## config.mk

```make
export PLATFORM = sky130hd
export DESIGN_NAME = mem_access_unit_flat
export DESIGN_NICKNAME = d
export VERILOG_FILES = /design/src/rtl/mem_access_unit_if.sv /design/src/rtl/mem_access_unit.sv /design/src/flat_wrapper.sv
export SDC_FILE = /design/constraint.sdc
export NUM_CORES = 1
export LEC_CHECK = 0
export ABC_AREA = 0
export BUFFER_PORTS_ARGS = -buffer_cell sky130_fd_sc_hd__buf_2
export CELL_PAD_IN_SITES_DETAIL_PLACEMENT = 1
export CELL_PAD_IN_SITES_GLOBAL_PLACEMENT = 2
export CORE_MARGIN = 1
export CORE_UTILIZATION = 34
export CTS_CLUSTER_DIAMETER = 80
export DETAILED_ROUTE_END_ITERATION = 7
export GPL_ROUTABILITY_DRIVEN = 1
export MAX_ROUTING_LAYER = met4
export PLACE_DENSITY_LB_ADDON = 0.1
export SETUP_SLACK_MARGIN = 0.05
export SYNTH_ARGS = -nofsm -noshare
export SYNTH_HDL_FRONTEND = slang
export SYNTH_SLANG_ARGS = --single-unit
```

## constraint.sdc

```tcl
create_clock -name clk -period 2.9 [get_ports clk]
set_input_delay 0.29 -clock clk [delete_from_list [all_inputs] [get_ports clk]]
set_output_delay 0.29 -clock clk [all_outputs]
set_load 0.01 [all_outputs]
```

## src/rtl/mem_access_unit_if.sv

```systemverilog
// Request/response handshake bundle between the core MEM stage (master)
// and the data-memory access unit (slave).
interface mem_access_unit_if;
  logic        req_valid;
  logic        req_ready;
  logic        req_write;
  logic [1:0]  req_size;
  logic        req_signed;
  logic [63:0] req_addr;
  logic [63:0] req_wdata;
  logic        resp_valid;
  logic        resp_ready;
  logic [63:0] resp_rdata;
  logic        resp_fault;

  modport master (
    output req_valid, req_write, req_size, req_signed, req_addr, req_wdata, resp_ready,
    input  req_ready, resp_valid, resp_rdata, resp_fault
  );

  modport slave (
    input  req_valid, req_write, req_size, req_signed, req_addr, req_wdata, resp_ready,
    output req_ready, resp_valid, resp_rdata, resp_fault
  );
endinterface

```

## src/rtl/mem_access_unit.sv

```systemverilog
// Data-memory initiator: turns byte-addressed load/store requests into word-wide
// RAM strobes, with lane extraction for loads and read-modify-write for narrow stores.
module mem_access_unit #(
  parameter int DEPTH    = 128,
  parameter int READ_LAT = 1
) (
  input  logic              clk,
  input  logic              rst_n,
  mem_access_unit_if.slave  io,
  output logic              MEM_READ,
  output logic              MEM_WRITE,
  output logic [63:0]       mem_address,
  output logic [63:0]       mem_write_data,
  input  logic [63:0]       mem_read_data
);

  typedef enum logic [1:0] {IDLE, RD, WR, RESP} state_t;

  state_t      state_q, state_d;
  logic        write_q, write_d;
  logic [1:0]  size_q, size_d;
  logic        signed_q, signed_d;
  logic [2:0]  off_q, off_d;
  logic [63:0] wdata_q, wdata_d;
  logic [7:0]  cnt_q, cnt_d;
  logic        mem_read_q, mem_read_d;
  logic        mem_write_q, mem_write_d;
  logic [63:0] mem_address_q, mem_address_d;
  logic [63:0] mem_write_data_q, mem_write_data_d;
  logic        resp_valid_q, resp_valid_d;
  logic [63:0] resp_rdata_q, resp_rdata_d;
  logic        resp_fault_q, resp_fault_d;

  function automatic logic [63:0] lane_mask(input logic [1:0] size);
    case (size)
      2'd0:    return 64'h0000_0000_0000_00FF;
      2'd1:    return 64'h0000_0000_0000_FFFF;
      2'd2:    return 64'h0000_0000_FFFF_FFFF;
      default: return 64'hFFFF_FFFF_FFFF_FFFF;
    endcase
  endfunction

  function automatic logic [2:0] align_mask(input logic [1:0] size);
    case (size)
      2'd0:    return 3'b000;
      2'd1:    return 3'b001;
      2'd2:    return 3'b011;
      default: return 3'b111;
    endcase
  endfunction

  logic        req_fault;
  logic [5:0]  lane_shift;
  logic [63:0] shifted, lane_val, load_ext, merged, mask_q;
  logic        sign_bit;

  assign req_fault = (|(io.req_addr[2:0] & align_mask(io.req_size))) ||
                     (io.req_addr[63:3] >= 61'(DEPTH));

  assign lane_shift = {off_q, 3'b000};
  assign mask_q     = lane_mask(size_q);
  assign shifted    = mem_read_data >> lane_shift;
  assign lane_val   = shifted & mask_q;

  always_comb begin
    sign_bit = 1'b0;
    case (size_q)
      2'd0:    sign_bit = shifted[7];
      2'd1:    sign_bit = shifted[15];
      2'd2:    sign_bit = shifted[31];
      default: sign_bit = shifted[63];
    endcase
  end

  assign load_ext = (signed_q && sign_bit) ? (lane_val | ~mask_q) : lane_val;
  // Narrow store: keep the untouched bytes of the fetched word, splice in the new lane.
  assign merged   = (mem_read_data & ~(mask_q << lane_shift)) |
                    ((wdata_q & mask_q) << lane_shift);

  always_comb begin
    state_d          = state_q;
    write_d          = write_q;
    size_d           = size_q;
    signed_d         = signed_q;
    off_d            = off_q;
    wdata_d          = wdata_q;
    cnt_d            = cnt_q;
    mem_read_d       = mem_read_q;
    mem_write_d      = mem_write_q;
    mem_address_d    = mem_address_q;
    mem_write_data_d = mem_write_data_q;
    resp_valid_d     = resp_valid_q;
    resp_rdata_d     = resp_rdata_q;
    resp_fault_d     = resp_fault_q;

    case (state_q)
      IDLE: begin
        if (io.req_valid) begin
          write_d  = io.req_write;
          size_d   = io.req_size;
          signed_d = io.req_signed;
          off_d    = io.req_addr[2:0];
          wdata_d  = io.req_wdata;
          cnt_d    = 8'(READ_LAT - 1);
          if (req_fault) begin
            resp_valid_d = 1'b1;
            resp_fault_d = 1'b1;
            resp_rdata_d = '0;
            state_d      = RESP;
          end else begin
            mem_address_d = {3'b000, io.req_addr[63:3]};
            if (io.req_write && io.req_size == 2'd3) begin
              mem_write_d      = 1'b1;
              mem_write_data_d = io.req_wdata;
              state_d          = WR;
            end else begin
              mem_read_d = 1'b1;
              state_d    = RD;
            end
          end
        end
      end
      RD: begin
        if (cnt_q == 8'd0) begin
          mem_read_d = 1'b0;
          if (write_q) begin
            mem_write_d      = 1'b1;
            mem_write_data_d = merged;
            state_d          = WR;
          end else begin
            resp_valid_d = 1'b1;
            resp_rdata_d = load_ext;
            resp_fault_d = 1'b0;
            state_d      = RESP;
          end
        end else begin
          cnt_d = cnt_q - 8'd1;
        end
      end
      WR: begin
        mem_write_d  = 1'b0;
        resp_valid_d = 1'b1;
        resp_rdata_d = '0;
        resp_fault_d = 1'b0;
        state_d      = RESP;
      end
      RESP: begin
        if (io.resp_ready) begin
          resp_valid_d = 1'b0;
          resp_rdata_d = '0;
          resp_fault_d = 1'b0;
          state_d      = IDLE;
        end
      end
      default: state_d = IDLE;
    endcase
  end

  always_ff @(posedge clk or negedge rst_n) begin
    if (!rst_n) begin
      state_q          <= IDLE;
      write_q          <= 1'b0;
      size_q           <= 2'd0;
      signed_q         <= 1'b0;
      off_q            <= 3'd0;
      wdata_q          <= '0;
      cnt_q            <= 8'd0;
      mem_read_q       <= 1'b0;
      mem_write_q      <= 1'b0;
      mem_address_q    <= '0;
      mem_write_data_q <= '0;
      resp_valid_q     <= 1'b0;
      resp_rdata_q     <= '0;
      resp_fault_q     <= 1'b0;
    end else begin
      state_q          <= state_d;
      write_q          <= write_d;
      size_q           <= size_d;
      signed_q         <= signed_d;
      off_q            <= off_d;
      wdata_q          <= wdata_d;
      cnt_q            <= cnt_d;
      mem_read_q       <= mem_read_d;
      mem_write_q      <= mem_write_d;
      mem_address_q    <= mem_address_d;
      mem_write_data_q <= mem_write_data_d;
      resp_valid_q     <= resp_valid_d;
      resp_rdata_q     <= resp_rdata_d;
      resp_fault_q     <= resp_fault_d;
    end
  end

  assign io.req_ready    = (state_q == IDLE);
  assign io.resp_valid   = resp_valid_q;
  assign io.resp_rdata   = resp_rdata_q;
  assign io.resp_fault   = resp_fault_q;
  assign MEM_READ        = mem_read_q;
  assign MEM_WRITE       = mem_write_q;
  assign mem_address     = mem_address_q;
  assign mem_write_data  = mem_write_data_q;

endmodule

```

## src/flat_wrapper.sv

```systemverilog
// flat-port wrapper written by rule: the top's interface ports become plain ports
module mem_access_unit_flat 
#(
  parameter int DEPTH    = 128,
  parameter int READ_LAT = 1
)
  (clk, rst_n, MEM_READ, MEM_WRITE, mem_address, mem_write_data, mem_read_data, io_req_valid, io_req_write, io_req_size, io_req_signed, io_req_addr, io_req_wdata, io_resp_ready, io_req_ready, io_resp_valid, io_resp_rdata, io_resp_fault);
  mem_access_unit_if io_i ();
  input  logic clk;
  input  logic rst_n;
  output logic MEM_READ;
  output logic MEM_WRITE;
  output logic [63:0] mem_address;
  output logic [63:0] mem_write_data;
  input  logic [63:0] mem_read_data;
  input wire logic [$bits(io_i.req_valid)-1:0] io_req_valid;
  input wire logic [$bits(io_i.req_write)-1:0] io_req_write;
  input wire logic [$bits(io_i.req_size)-1:0] io_req_size;
  input wire logic [$bits(io_i.req_signed)-1:0] io_req_signed;
  input wire logic [$bits(io_i.req_addr)-1:0] io_req_addr;
  input wire logic [$bits(io_i.req_wdata)-1:0] io_req_wdata;
  input wire logic [$bits(io_i.resp_ready)-1:0] io_resp_ready;
  output wire logic [$bits(io_i.req_ready)-1:0] io_req_ready;
  output wire logic [$bits(io_i.resp_valid)-1:0] io_resp_valid;
  output wire logic [$bits(io_i.resp_rdata)-1:0] io_resp_rdata;
  output wire logic [$bits(io_i.resp_fault)-1:0] io_resp_fault;
  assign io_i.req_valid = io_req_valid;
  assign io_i.req_write = io_req_write;
  assign io_i.req_size = io_req_size;
  assign io_i.req_signed = io_req_signed;
  assign io_i.req_addr = io_req_addr;
  assign io_i.req_wdata = io_req_wdata;
  assign io_i.resp_ready = io_resp_ready;
  assign io_req_ready = io_i.req_ready;
  assign io_resp_valid = io_i.resp_valid;
  assign io_resp_rdata = io_i.resp_rdata;
  assign io_resp_fault = io_i.resp_fault;
  mem_access_unit #(.DEPTH(DEPTH), .READ_LAT(READ_LAT)) u_core (.clk(clk), .rst_n(rst_n), .io(io_i), .MEM_READ(MEM_READ), .MEM_WRITE(MEM_WRITE), .mem_address(mem_address), .mem_write_data(mem_write_data), .mem_read_data(mem_read_data));
endmodule
```

==> results of run 1 <==
==> placed cells by master (no fill, tap or decap), types with 9 or more instances in the layout <==
master                          instances
sky130_fd_sc_hd__buf_2                392
sky130_fd_sc_hd__dfrtp_1              271
sky130_fd_sc_hd__mux2_2               110
sky130_fd_sc_hd__nand2_1               88
sky130_fd_sc_hd__mux2i_1               75
sky130_fd_sc_hd__nor2_1                67
sky130_fd_sc_hd__inv_1                 65
sky130_fd_sc_hd__o21ai_0               64
sky130_fd_sc_hd__buf_4                 64
sky130_fd_sc_hd__and2_1                60
sky130_fd_sc_hd__mux2_1                55
sky130_fd_sc_hd__a21oi_1               47
sky130_fd_sc_hd__o211ai_1              43
sky130_fd_sc_hd__dlygate4sd3_1         36
sky130_fd_sc_hd__clkbuf_16             35
sky130_fd_sc_hd__o2bb2ai_2             30
sky130_fd_sc_hd__mux4_2                30
sky130_fd_sc_hd__nand3_1               26
sky130_fd_sc_hd__o2bb2ai_1             26
sky130_fd_sc_hd__o221ai_1              25
sky130_fd_sc_hd__a31oi_1               24
sky130_fd_sc_hd__o21ai_1               21
sky130_fd_sc_hd__nor3_1                21
sky130_fd_sc_hd__o22ai_1               19
sky130_fd_sc_hd__a21o_1                16
sky130_fd_sc_hd__a22oi_1               15
sky130_fd_sc_hd__a32oi_1               15
sky130_fd_sc_hd__nor4_1                14
sky130_fd_sc_hd__o21a_1                12
sky130_fd_sc_hd__a211oi_1              11
sky130_fd_sc_hd__buf_12                11
sky130_fd_sc_hd__a221oi_1              10
sky130_fd_sc_hd__o31ai_1               10
sky130_fd_sc_hd__o22a_1                10
sky130_fd_sc_hd__a222oi_1               9
sky130_fd_sc_hd__o221a_2                9
sky130_fd_sc_hd__clkbuf_1               9
sky130_fd_sc_hd__clkinv_2               9
==> synth_stat cells (5+ instances only) <==
| cell type | number |
|---|---|
| sky130_fd_sc_hd__mux2_2 | 110 |
| sky130_fd_sc_hd__a222oi_1 | 9 |
| sky130_fd_sc_hd__a32oi_1 | 15 |
| sky130_fd_sc_hd__ha_1 | 6 |
| sky130_fd_sc_hd__a31oi_1 | 24 |
| sky130_fd_sc_hd__o2bb2ai_2 | 30 |
| sky130_fd_sc_hd__mux2_1 | 55 |
| sky130_fd_sc_hd__nand3_1 | 27 |
| sky130_fd_sc_hd__o221ai_1 | 25 |
| sky130_fd_sc_hd__a21oi_1 | 47 |
| sky130_fd_sc_hd__nand2_1 | 88 |
| sky130_fd_sc_hd__dfrtp_1 | 274 |
| sky130_fd_sc_hd__o21ai_0 | 64 |
| sky130_fd_sc_hd__clkbuf_1 | 76 |
| sky130_fd_sc_hd__nor4_1 | 14 |
| sky130_fd_sc_hd__a21o_1 | 16 |
| sky130_fd_sc_hd__mux4_2 | 30 |
| sky130_fd_sc_hd__a211oi_1 | 11 |
| sky130_fd_sc_hd__a2bb2oi_1 | 8 |
| sky130_fd_sc_hd__inv_1 | 65 |
| sky130_fd_sc_hd__o31ai_1 | 10 |
| sky130_fd_sc_hd__buf_4 | 13 |
| sky130_fd_sc_hd__o22ai_1 | 19 |
| sky130_fd_sc_hd__o21ai_1 | 22 |
| sky130_fd_sc_hd__a221oi_1 | 10 |
| sky130_fd_sc_hd__nor3_1 | 21 |
| sky130_fd_sc_hd__o22a_1 | 10 |
| sky130_fd_sc_hd__mux2i_1 | 75 |
| sky130_fd_sc_hd__buf_1 | 13 |
| sky130_fd_sc_hd__buf_2 | 33 |
| sky130_fd_sc_hd__o21a_1 | 12 |
| sky130_fd_sc_hd__o2bb2ai_1 | 26 |
| sky130_fd_sc_hd__o221a_2 | 9 |
| sky130_fd_sc_hd__nor2b_1 | 8 |
| sky130_fd_sc_hd__and2_1 | 60 |
| sky130_fd_sc_hd__nor2_1 | 69 |
| sky130_fd_sc_hd__a22oi_1 | 15 |
| sky130_fd_sc_hd__o211ai_1 | 43 |
| sky130_fd_sc_hd__xor2_1 | 5 |
==> sequential cells by signal, indices dropped and copies added (netlist names) <==
register / cells
u_core.io.resp_rdata: 64
u_core.mem_write_data: 64
u_core.wdata_q: 64
u_core.mem_address: 61
u_core.cnt_q: 8
u_core.off_q: 3
u_core.size_q: 2
u_core.state_q: 2
u_core.MEM_READ: 1
u_core.MEM_WRITE: 1
u_core.io.resp_fault: 1
u_core.io.resp_valid: 1
u_core.signed_q: 1
u_core.write_q: 1
==> worst min-delay path by stage <==
| stage | from | endpoint | slack, ns | cells after the start |
|---|---|---|---|---|
| 2_1_floorplan | rst_n | u_core.MEM_READ | -0.006 | 0 |
| 3_3_place_gp | rst_n | u_core.mem_write_data[19] | 0.29 | 1 |
| 3_5_place_dp | rst_n | u_core.mem_write_data[19] | 0.29 | 1 |
| 4_1_cts | io_req_wdata[45] | u_core.wdata_q[45] | 0.0006 | 2 |
| 5_1_grt | io_req_wdata[59] | u_core.wdata_q[59] | 0.008 | 2 |
| 6_report | io_req_wdata[59] | u_core.wdata_q[59] | 0.009 | 2 |
==> final cells by class <==
cell class,instances,area share
Antenna cell,5,0.0006110
Clock buffer,48,0.04711
Clock inverter,16,0.006416
Inverter,68,0.01246
Multi-Input combinational cell,1048,0.4128
Sequential cell,274,0.3351
Tap cell,607,0.03709
Timing Repair Buffer,504,0.1484
==> power groups by stage <==
| stage | clock network [W] | logic, W | registers (W) |
|---|---|---|---|
| after global placement | 0 | 0.0132 | 0.00658 |
| final | 0.00424 | 0.0135 | 0.00658 |
| after detailed placement | 0 | 0.0134 | 0.00660 |
| after global routing | 0.00448 | 0.0145 | 0.00672 |
| after CTS | 0.00435 | 0.0135 | 0.00656 |
| after floorplan | 0 | 0.00854 | 0.00629 |
==> per-stage QoR <==
step           total power [W]  hold WS [ns]  worst slack (ns)  cell area, um^2
3_5_place_dp           0.01996        0.2942            0.1349            19010
6_report               0.02436      0.009165            0.2379            20480
2_1_floorplan          0.01483     -0.005591            0.5054            16170
3_3_place_gp           0.01977        0.2931            0.2831            19010
5_1_grt                0.02569      0.007820            0.1079            20480
4_1_cts                0.02438     0.0005784            0.1211            20460
==> kinds of logic after synthesis <==
logic type               share of synthesized area
flip-flops                                  0.4242
other                                    0.0002320
adder cells (fa/ha/maj)                   0.004645
multiplexers                                0.2041
AND/OR/NAND/NOR                            0.09817
buffers and inverters                      0.05582
AO/OA/AOI/OAI                               0.2100
XOR/XNOR                                  0.002709
==> worst reg2reg max path: cells and delay by family, from the launching register on <==
| family | cells | cell delay (ns) |
|---|---|---|
| buffers and inverters | 2 | 0.67 |
| flip-flops | 1 | 0.76 |
| AO/OA/AOI/OAI | 4 | 0.96 |
| AND/OR/NAND/NOR | 1 | 0.14 |
==> metal layers <==
metal / GRT usage / wire [um] / vias up / part of all wire
met5: - / 0 / - / 0
met4: 0.08989 / 2073 / 0 / 0.029
met3: 0.04306 / 3940 / 102 / 0.056
met2: 0.4858 / 34350 / 539 / 0.48
met1: 0.3869 / 30590 / 7588 / 0.43
li1: - / - / 6530 / -
==> timing repair <==
action                     4_1_cts  5_1_grt
hold endpoints to repair        95        0
hold buffers                    36        0
gates resized for setup          0        1
setup endpoints to repair        0       17
==> results.json, run 1 <==
{
  "grt_antenna_before_repair": 6,
  "rows": 79,
  "cp-endpoint": "u_core.io.resp_rdata[58]",
  "final_min_period_over_clock_period": 0.9180,
  "drt-initial-drc-count": 1194,
  "critical_path.startpoint_type": "flip-flop",
  "cts_tree": "yes",
  "grt_overflow_total": 0,
  "clock-root-buffer": "sky130_fd_sc_hd__clkbuf_16",
  "ioPinCount": 397,
  "port-buffer-count": 393,
  "grt_pass1_wl_um": 102800,
  "timing_hold_violations_final": 0,
  "first_global_vias": 15110,
  "worst_skew_pair.late_latency_ns": 0.55,
  "vias_per_cell": 5.743,
  "n_fill_cell": 5247,
  "power_switching_w": 0.01117,
  "grt_max_degree": 79,
  "arrival_ns": 3.07,
  "worstRegToRegCells": 7,
  "timing.fmax_ghz": 0.3756,
  "cts_inserted_buffers": 35,
  "die-area_um2": 48410,
  "multi_input_comb_area_um2": 8453,
  "leading_cell_types_by_total_area_after_synthesis": "sky130_fd_sc_hd__dfrtp_1 42%, sky130_fd_sc_hd__mux2_2 7.7%, sky130_fd_sc_hd__mux2i_1 4.6%",
  "timing.critical_path.fanout_max": 38,
  "power_density_nw_per_um2": 1189,
  "synth_top_area_share": 0.4242,
  "critical_path.slowest_cell": "sky130_fd_sc_hd__dfrtp_4",
  "critical_path_depth": 7,
  "dp_cells": 2465,
  "finalWirelength_um": 70960,
  "synthesis.yosys.warnings": 0,
  "worstPathRequired_ns": 3.31,
  "cts_max_path_buffers": 3,
  "final_weighted_congestion_of_routability_driven_global_placement": 0.9344,
  "setup_tns_final_ns": 0,
  "clock_sinks": 274,
  "cp_slowest_stage_delay_ns": 0.76,
  "ys.flop_type": "sky130_fd_sc_hd__dfrtp_1",
  "failing_checks": "design-rule violations",
  "slew_limit_fails": 0,
  "crit_start": "u_core.off_q[0]",
  "syn_to_final_growth_pct": 26.70,
  "swShare": 0.4585,
  "power.static_leakage_nw": 9.344,
  "rr_startpoint": "u_core.off_q[0]",
  "track_usage": 0.2996,
  "hold_path_class": "in -> reg",
  "max-slew-margin-rel": 0.3414,
  "layout_utilization": 0.4380,
  "path_delay_family": "compound AO/OA/AOI/OAI gates",
  "critical_path_class": "reg -> reg",
  "mappedNetlistArea_um2": 16160,
  "nets": 2137,
  "yosysSeqAreaShare": 0.4242,
  "worstPathBufferInverterCount": 2,
  "synth_area_per_cell_um2": 10.58,
  "critPathMostFrequentCell": "sky130_fd_sc_hd__buf_12",
  "rsz0062_at_grt": "no",
  "detail-route-antenna-nets": 0,
  "run_status": "finished, violations left",
  "area.sequential_um2": 6863,
  "number_of_enable_flip_flop_cells_after_synthesis": 0,
  "skew_ns": 0.01797,
  "yosys_register_bits": 274,
  "irDropWorstVdd_mv": 0.4403,
  "die_w_um": 220.0,
  "route.vias.total": 14760,
  "timing.reg2reg.setup_slack_ns": 0.24,
  "sequentialPowerShare": 0.270,
  "postSynth.asyncResetShare": 1.000,
  "postCtsSetupRepairBufs": 0,
  "layout-drive-gt1-share": 0.3723,
  "coreArea_um2": 46750,
  "start_util": 0.3457,
  "wire_per_inst_um": 27.61,
  "post-route-drc-count": 32,
  "worst_slew_pin_slew_ns": 0.9755,
  "synth.distinct_cells": 71,
  "die_height_um": 220.0,
  "critical_path.cell_chain": "buf_12, nor2b_1, o221ai_2, o21ai_1, a222oi_1, buf_12, o2bb2ai_1",
  "synth_area_leader_cell": "sky130_fd_sc_hd__dfrtp_1",
  "drv.max_cap_violation_count": 0,
  "clock_power_share": 0.174,
  "netlist_instances": 1528,
  "r2r_end": "u_core.io.resp_rdata[58]",
  "timing.critical_path.to_type": "flip-flop",
  "post_layout_nonfiller_instances": 2570,
  "place.detailed.hpwl_um": 54200,
  "first_pass_iters": 8,
  "pwr-share-comb": 0.556,
  "maximum_level_of_the_cts_h_tree": 2,
  "finalCriticalPeriod_ns": 2.662,
  "cellInternalPower_w": 0.01319,
  "clk_transition_reported_paths_ns": 0.06,
  "timing.final.setup_violations": 0
}
(Power assumes the default switching activity.)
==> inputs of run 2 (changes only) <==
- CELL_PAD_IN_SITES_DETAIL_PLACEMENT: 1 -> not set
- CELL_PAD_IN_SITES_GLOBAL_PLACEMENT: 2 -> not set
- CORE_UTILIZATION: 34 -> 35
- PLACE_DENSITY_LB_ADDON: 0.1 -> not set
==> results.json, run 2 (synthesized netlist as in run 1, its figures left out) <==
{
  "run_status": "finished, violations left",
  "failing_checks": "design-rule violations",
  "die-area_um2": 47040,
  "critical_path.startpoint_type": "flip-flop",
  "final_weighted_congestion_of_routability_driven_global_placement": 0.9852,
  "timing.fmax_ghz": 0.3797,
  "drt-initial-drc-count": 1605,
  "layout-drive-gt1-share": 0.3743,
  "layout_common_cells": "392 x sky130_fd_sc_hd__buf_2, 271 x sky130_fd_sc_hd__dfrtp_1, 110 x sky130_fd_sc_hd__mux2_2, 88 x sky130_fd_sc_hd__nand2_1, 75 x sky130_fd_sc_hd__mux2i_1",
  "postCtsSetupRepairBufs": 0,
  "critical_path_class": "reg -> reg",
  "worst_skew_pair.late_latency_ns": 0.55,
  "grt_max_degree": 100,
  "route.vias.total": 14870,
  "post-route-drc-count": 8,
  "die_height_um": 216.9,
  "finalCriticalPeriod_ns": 2.634,
  "clk_transition_reported_paths_ns": 0.06,
  "skew_ns": 0.02237,
  "die_w_um": 216.9,
  "placedInstanceArea_um2": 19000,
  "clock-root-buffer": "sky130_fd_sc_hd__clkbuf_16",
  "final_min_period_over_clock_period": 0.9082,
  "finalWirelength_um": 67160,
  "place.detailed.hpwl_um": 51040,
  "worst_slew_pin_slew_ns": 0.9807,
  "cts_tree": "yes",
  "first_global_vias": 14480,
  "vias_per_cell": 5.841,
  "ioPinCount": 397,
  "power.static_leakage_nw": 9.302,
  "detail-route-antenna-nets": 0,
  "timing.final.setup_violations": 0,
  "layout_commonest_cell": "sky130_fd_sc_hd__buf_2",
  "coreArea_um2": 45480,
  "stdcell_area_um2": 20390,
  "post_layout_nonfiller_instances": 2546,
  "rsz0062_at_grt": "no",
  "wire_per_inst_um": 26.38,
  "start_util": 0.3554,
  "worstPathRequired_ns": 3.38,
  "arrival_ns": 3.12,
  "drv.max_cap_violation_count": 0,
  "clock_sinks": 274,
  "grt_overflow_total": 0,
  "slew_limit_fails": 0,
  "cts_inserted_buffers": 35,
  "timing.critical_path.fanout_max": 23,
  "rows": 78,
  "power_density_nw_per_um2": 1189,
  "hold_slack_ns": 0.009672,
  "setup_tns_final_ns": 0,
  "hold_path_class": "in -> reg",
  "first_pass_iters": 8,
  "grt_antenna_before_repair": 3,
  "irDropWorstVdd_mv": 0.5229,
  "maximum_level_of_the_cts_h_tree": 2,
  "port-buffer-count": 393,
  "track_usage": 0.2904,
  "syn_to_final_growth_pct": 26.17,
  "grt_pass1_wl_um": 98080,
  "timing_hold_violations_final": 0,
  "timing.critical_path.to_type": "flip-flop",
  "max-slew-margin-rel": 0.3448,
  "dp_cells": 2454,
  "nets": 2124,
  "cts_max_path_buffers": 3
}
==> run 2: cell types whose count changed in the layout (fill, tap and decap cells not counted), moves of 2 or more <==
cell,before,now
sky130_fd_sc_hd__dlygate4sd3_1,36,27
sky130_fd_sc_hd__buf_4,64,57
sky130_fd_sc_hd__clkbuf_1,9,5
sky130_fd_sc_hd__diode_2,5,1
sky130_fd_sc_hd__buf_12,11,14
sky130_fd_sc_hd__clkbuf_8,4,7
sky130_fd_sc_hd__inv_6,3,6
sky130_fd_sc_hd__clkinv_2,9,7
==> run 2: timing repair <==
action                    CTS  global route
resized for setup           0             0
hold endpoints to repair   72             0
hold buffers               27             0
==> run 2: worst max-delay path, cell delays in order (launching register included) <==
cell                      delay [ns]
sky130_fd_sc_hd__dfrtp_4        0.61
sky130_fd_sc_hd__nor3b_1        0.83
sky130_fd_sc_hd__buf_4          0.29
sky130_fd_sc_hd__a32oi_1        0.08
sky130_fd_sc_hd__a21o_1         0.20
sky130_fd_sc_hd__a31oi_1        0.35
sky130_fd_sc_hd__mux2_1         0.20
==> run 2: routing by layer <==
layer | vias to the layer above | global-route usage | share of wire
li1 | 6512 | - | -
met1 | 7395 | 0.3908 | 0.43
met3 | 139 | 0.05856 | 0.090
met5 | - | - | 0
met2 | 825 | 0.4279 | 0.44
met4 | 0 | 0.1146 | 0.038
==> run 2: final timing paths <==
path / cells past startpoint / to / from / slack [ns]
min: 2 / u_core.wdata_q[32] / io_req_wdata[32] / 0.01
min reg2reg: 1 / u_core.mem_write_data[5] / u_core.mem_write_data[5] / 0.48
max in group asynchronous: 3 / u_core.io.resp_rdata[12] / rst_n / 1.72
max reg2reg: 6 / u_core.mem_write_data[17] / u_core.off_q[0] / 0.27
max: 6 / u_core.mem_write_data[17] / u_core.off_q[0] / 0.27
min in group asynchronous: 2 / u_core.mem_write_data[9] / rst_n / 0.26
==> run 2: report_power, final <==
part / switching [W] / internal [W]
Sequential: 0.00133 / 0.00516
Clock: 0.00181 / 0.00244
Combinational: 0.00792 / 0.00558
Total: 0.0111 / 0.0132
==> run 2: area by class of cell <==
class | instances | area [um^2]
Antenna cell | 1 | 2.502
Clock buffer | 47 | 991.0
Clock inverter | 17 | 122.6
Fill cell | 4408 | 25090
Inverter | 68 | 255.2
Multi-Input combinational cell | 1048 | 8451
Sequential cell | 274 | 6863
Tap cell | 600 | 750.7
Timing Repair Buffer | 491 | 2955
==> run 2: stage by stage <==
stage,setup slack [ns],utilization,total power [W]
3_5_place_dp,0.3231,0.4179,0.01974
6_report,0.2661,0.4484,0.02425
4_1_cts,0.2949,0.4483,0.02412
2_1_floorplan,0.5054,-,0.01483
3_3_place_gp,0.4040,0.4179,0.01964
5_1_grt,0.08745,0.4484,0.02547
==> inputs of run 3 (changes only) <==
- PLACE_DENSITY: not set -> 0.59
- SKIP_LAST_GASP: not set -> 1
- SLEW_MARGIN: not set -> 20
==> results.json, run 3 (synthesized netlist as in run 1, its figures left out) <==
{
  "power_density_nw_per_um2": 1190,
  "syn_to_final_growth_pct": 27.79,
  "final_min_period_over_clock_period": 0.9054,
  "hold_path_class": "in -> reg",
  "worst_skew_pair.late_latency_ns": 0.55,
  "nets": 2137,
  "ioPinCount": 397,
  "setup_tns_final_ns": 0,
  "die_height_um": 216.9,
  "layout_common_cells": "392 x sky130_fd_sc_hd__buf_2, 271 x sky130_fd_sc_hd__dfrtp_1, 110 x sky130_fd_sc_hd__mux2_2, 88 x sky130_fd_sc_hd__nand2_1, 75 x sky130_fd_sc_hd__mux2i_1",
  "max-slew-margin-rel": 0.3747,
  "layout_utilization": 0.4541,
  "power_switching_w": 0.01095,
  "layout_setup_ws_ns": 0.2744,
  "cts_tree": "yes",
  "pwr-share-comb": 0.542,
  "detailedPlace.worstSlack_ns": 0.2954,
  "rsz0062_at_grt": "no",
  "grt_max_degree": 74,
  "clock-root-buffer": "sky130_fd_sc_hd__clkbuf_16",
  "cp_slowest_stage_delay_ns": 0.41,
  "vias_per_cell": 5.761,
  "die_w_um": 216.9,
  "rows": 78,
  "timing.critical_path.fanout_max": 28,
  "worstPathRequired_ns": 3.32,
  "wire_per_inst_um": 25.62,
  "start_util": 0.3554,
  "irDropWorstVdd_mv": 0.5315,
  "rr_startpoint": "u_core.state_q[0]",
  "clock_sinks": 274,
  "die-area_um2": 47040,
  "finalWirelength_um": 65710,
  "totalPowerFinal_w": 0.02458,
  "critical_path.cell_chain": "inv_1, ha_1, buf_4, a211o_1, nor4_2, a22o_2, clkbuf_16, mux2_2",
  "n_fill_cell": 4388,
  "detail-route-antenna-nets": 0,
  "timing_hold_violations_final": 0,
  "track_usage": 0.2839,
  "timing.final.setup_violations": 0,
  "run_status": "completed",
  "skew_ns": 0.02015,
  "maximum_level_of_the_cts_h_tree": 2,
  "cts_max_path_buffers": 3,
  "first_pass_iters": 6,
  "timing.critical_path.to_type": "flip-flop",
  "swShare": 0.4455,
  "first_global_vias": 14650,
  "final_weighted_congestion_of_routability_driven_global_placement": 0.9934,
  "hold_slack_ns": 0.01360,
  "slew_limit_fails": 0,
  "clock_power_share": 0.193,
  "coreArea_um2": 45480,
  "critical_path.slowest_cell": "sky130_fd_sc_hd__dfrtp_1",
  "timing.fmax_ghz": 0.3809,
  "power.static_leakage_nw": 9.400,
  "drt-initial-drc-count": 1705,
  "sequentialPowerShare": 0.265,
  "cellInternalPower_w": 0.01363,
  "arrival_ns": 3.05,
  "post-route-drc-count": 0,
  "drv.max_cap_violation_count": 0,
  "hold_start": "io_req_wdata[4]",
  "finalCriticalPeriod_ns": 2.626,
  "layout_commonest_cell": "sky130_fd_sc_hd__buf_2",
  "port-buffer-count": 393,
  "grt_overflow_total": 0,
  "place.detailed.hpwl_um": 49810,
  "cts_inserted_buffers": 35,
  "route.vias.total": 14780,
  "critical_path.startpoint_type": "flip-flop",
  "grt_pass1_wl_um": 96350,
  "critical_path_class": "reg -> reg",
  "worst_slew_pin_slew_ns": 0.9360,
  "clk_transition_reported_paths_ns": 0.06,
  "grt_antenna_before_repair": 6,
  "layout-drive-gt1-share": 0.3693,
  "crit_start": "u_core.state_q[0]"
}
[run 3: cell types whose count changed in the layout (fill, tap and decap cells not counted), sizes merged, moves of 4 or more]
cell         before  now
dlygate4sd3      27   44
buf             464  459
diode             1    7
clkinv            8    4
bufinv            0    6
[run 3: power groups by stage]
stage,sequential [W],clock [W],combinational (W)
6_report,0.00651,0.00473,0.0133
5_1_grt,0.00665,0.00496,0.0143
4_1_cts,0.00646,0.00483,0.0131
3_5_place_dp,0.00651,0,0.0130
3_3_place_gp,0.00648,0,0.0129
2_1_floorplan,0.00629,0,0.00854
[run 3: final timing paths]
| path | to | slack [ns] | depth (start not counted) |
|---|---|---|---|
| min in group asynchronous | u_core.mem_write_data[16] | 0.31 | 2 |
| max in group asynchronous | u_core.io.resp_rdata[19] | 1.78 | 3 |
| max | u_core.mem_write_data[61] | 0.27 | 8 |
| min | u_core.wdata_q[4] | 0.01 | 2 |
| max reg2reg | u_core.mem_write_data[61] | 0.27 | 8 |
| min reg2reg | u_core.mem_address[29] | 0.47 | 1 |
[run 3: area by class of cell]
class / instances / area (um^2) / area share
antenna: 7 / 17.52 / 0.0008482
clock buffer: 49 / 998.5 / 0.04835
clock inverter: 15 / 246.5 / 0.01194
inverter: 68 / 255.2 / 0.01236
multi-input combinational: 1048 / 8463 / 0.4098
sequential: 274 / 6863 / 0.3323
tap: 600 / 750.7 / 0.03635
timing repair buffer: 504 / 3058 / 0.1481
[run 3: what timing repair did]
action / CTS / global route
buffers inserted: 0 / 0
resized for setup: 0 / 3
endpoints found under the setup margin: 0 / 11
endpoints found under the hold margin: 105 / 0
hold buffers: 44 / 0
[run 3: stage by stage]
stage | area (um^2) | cells
finish | 20650 | 2565
global placement | 18900 | 2449
detailed placement | 18900 | 2449
CTS | 20590 | 2557
floorplan | 16170 | 1530
global route | 20650 | 2564
[run 3: metal layers]
metal / vias up / part of all wire / routed length, um / track usage
li1: 6543 / - / - / -
met5: - / 0 / 0 / -
met4: 0 / 0.036 / 2380 / 0.1045
met2: 759 / 0.45 / 29270 / 0.4245
met3: 127 / 0.085 / 5587 / 0.05479
met1: 7347 / 0.43 / 28470 / 0.3816
[run 3: critical path, delay by kind of cell, from the launching register on]
kind,cells,cell delay (ns)
and+or+nand+nor,1,0.24
buffers and inverters,3,0.60
adders and majority gates,1,0.26
muxes,1,0.36
AOI/OAI and AO/OA,2,0.61
DFF,1,0.41
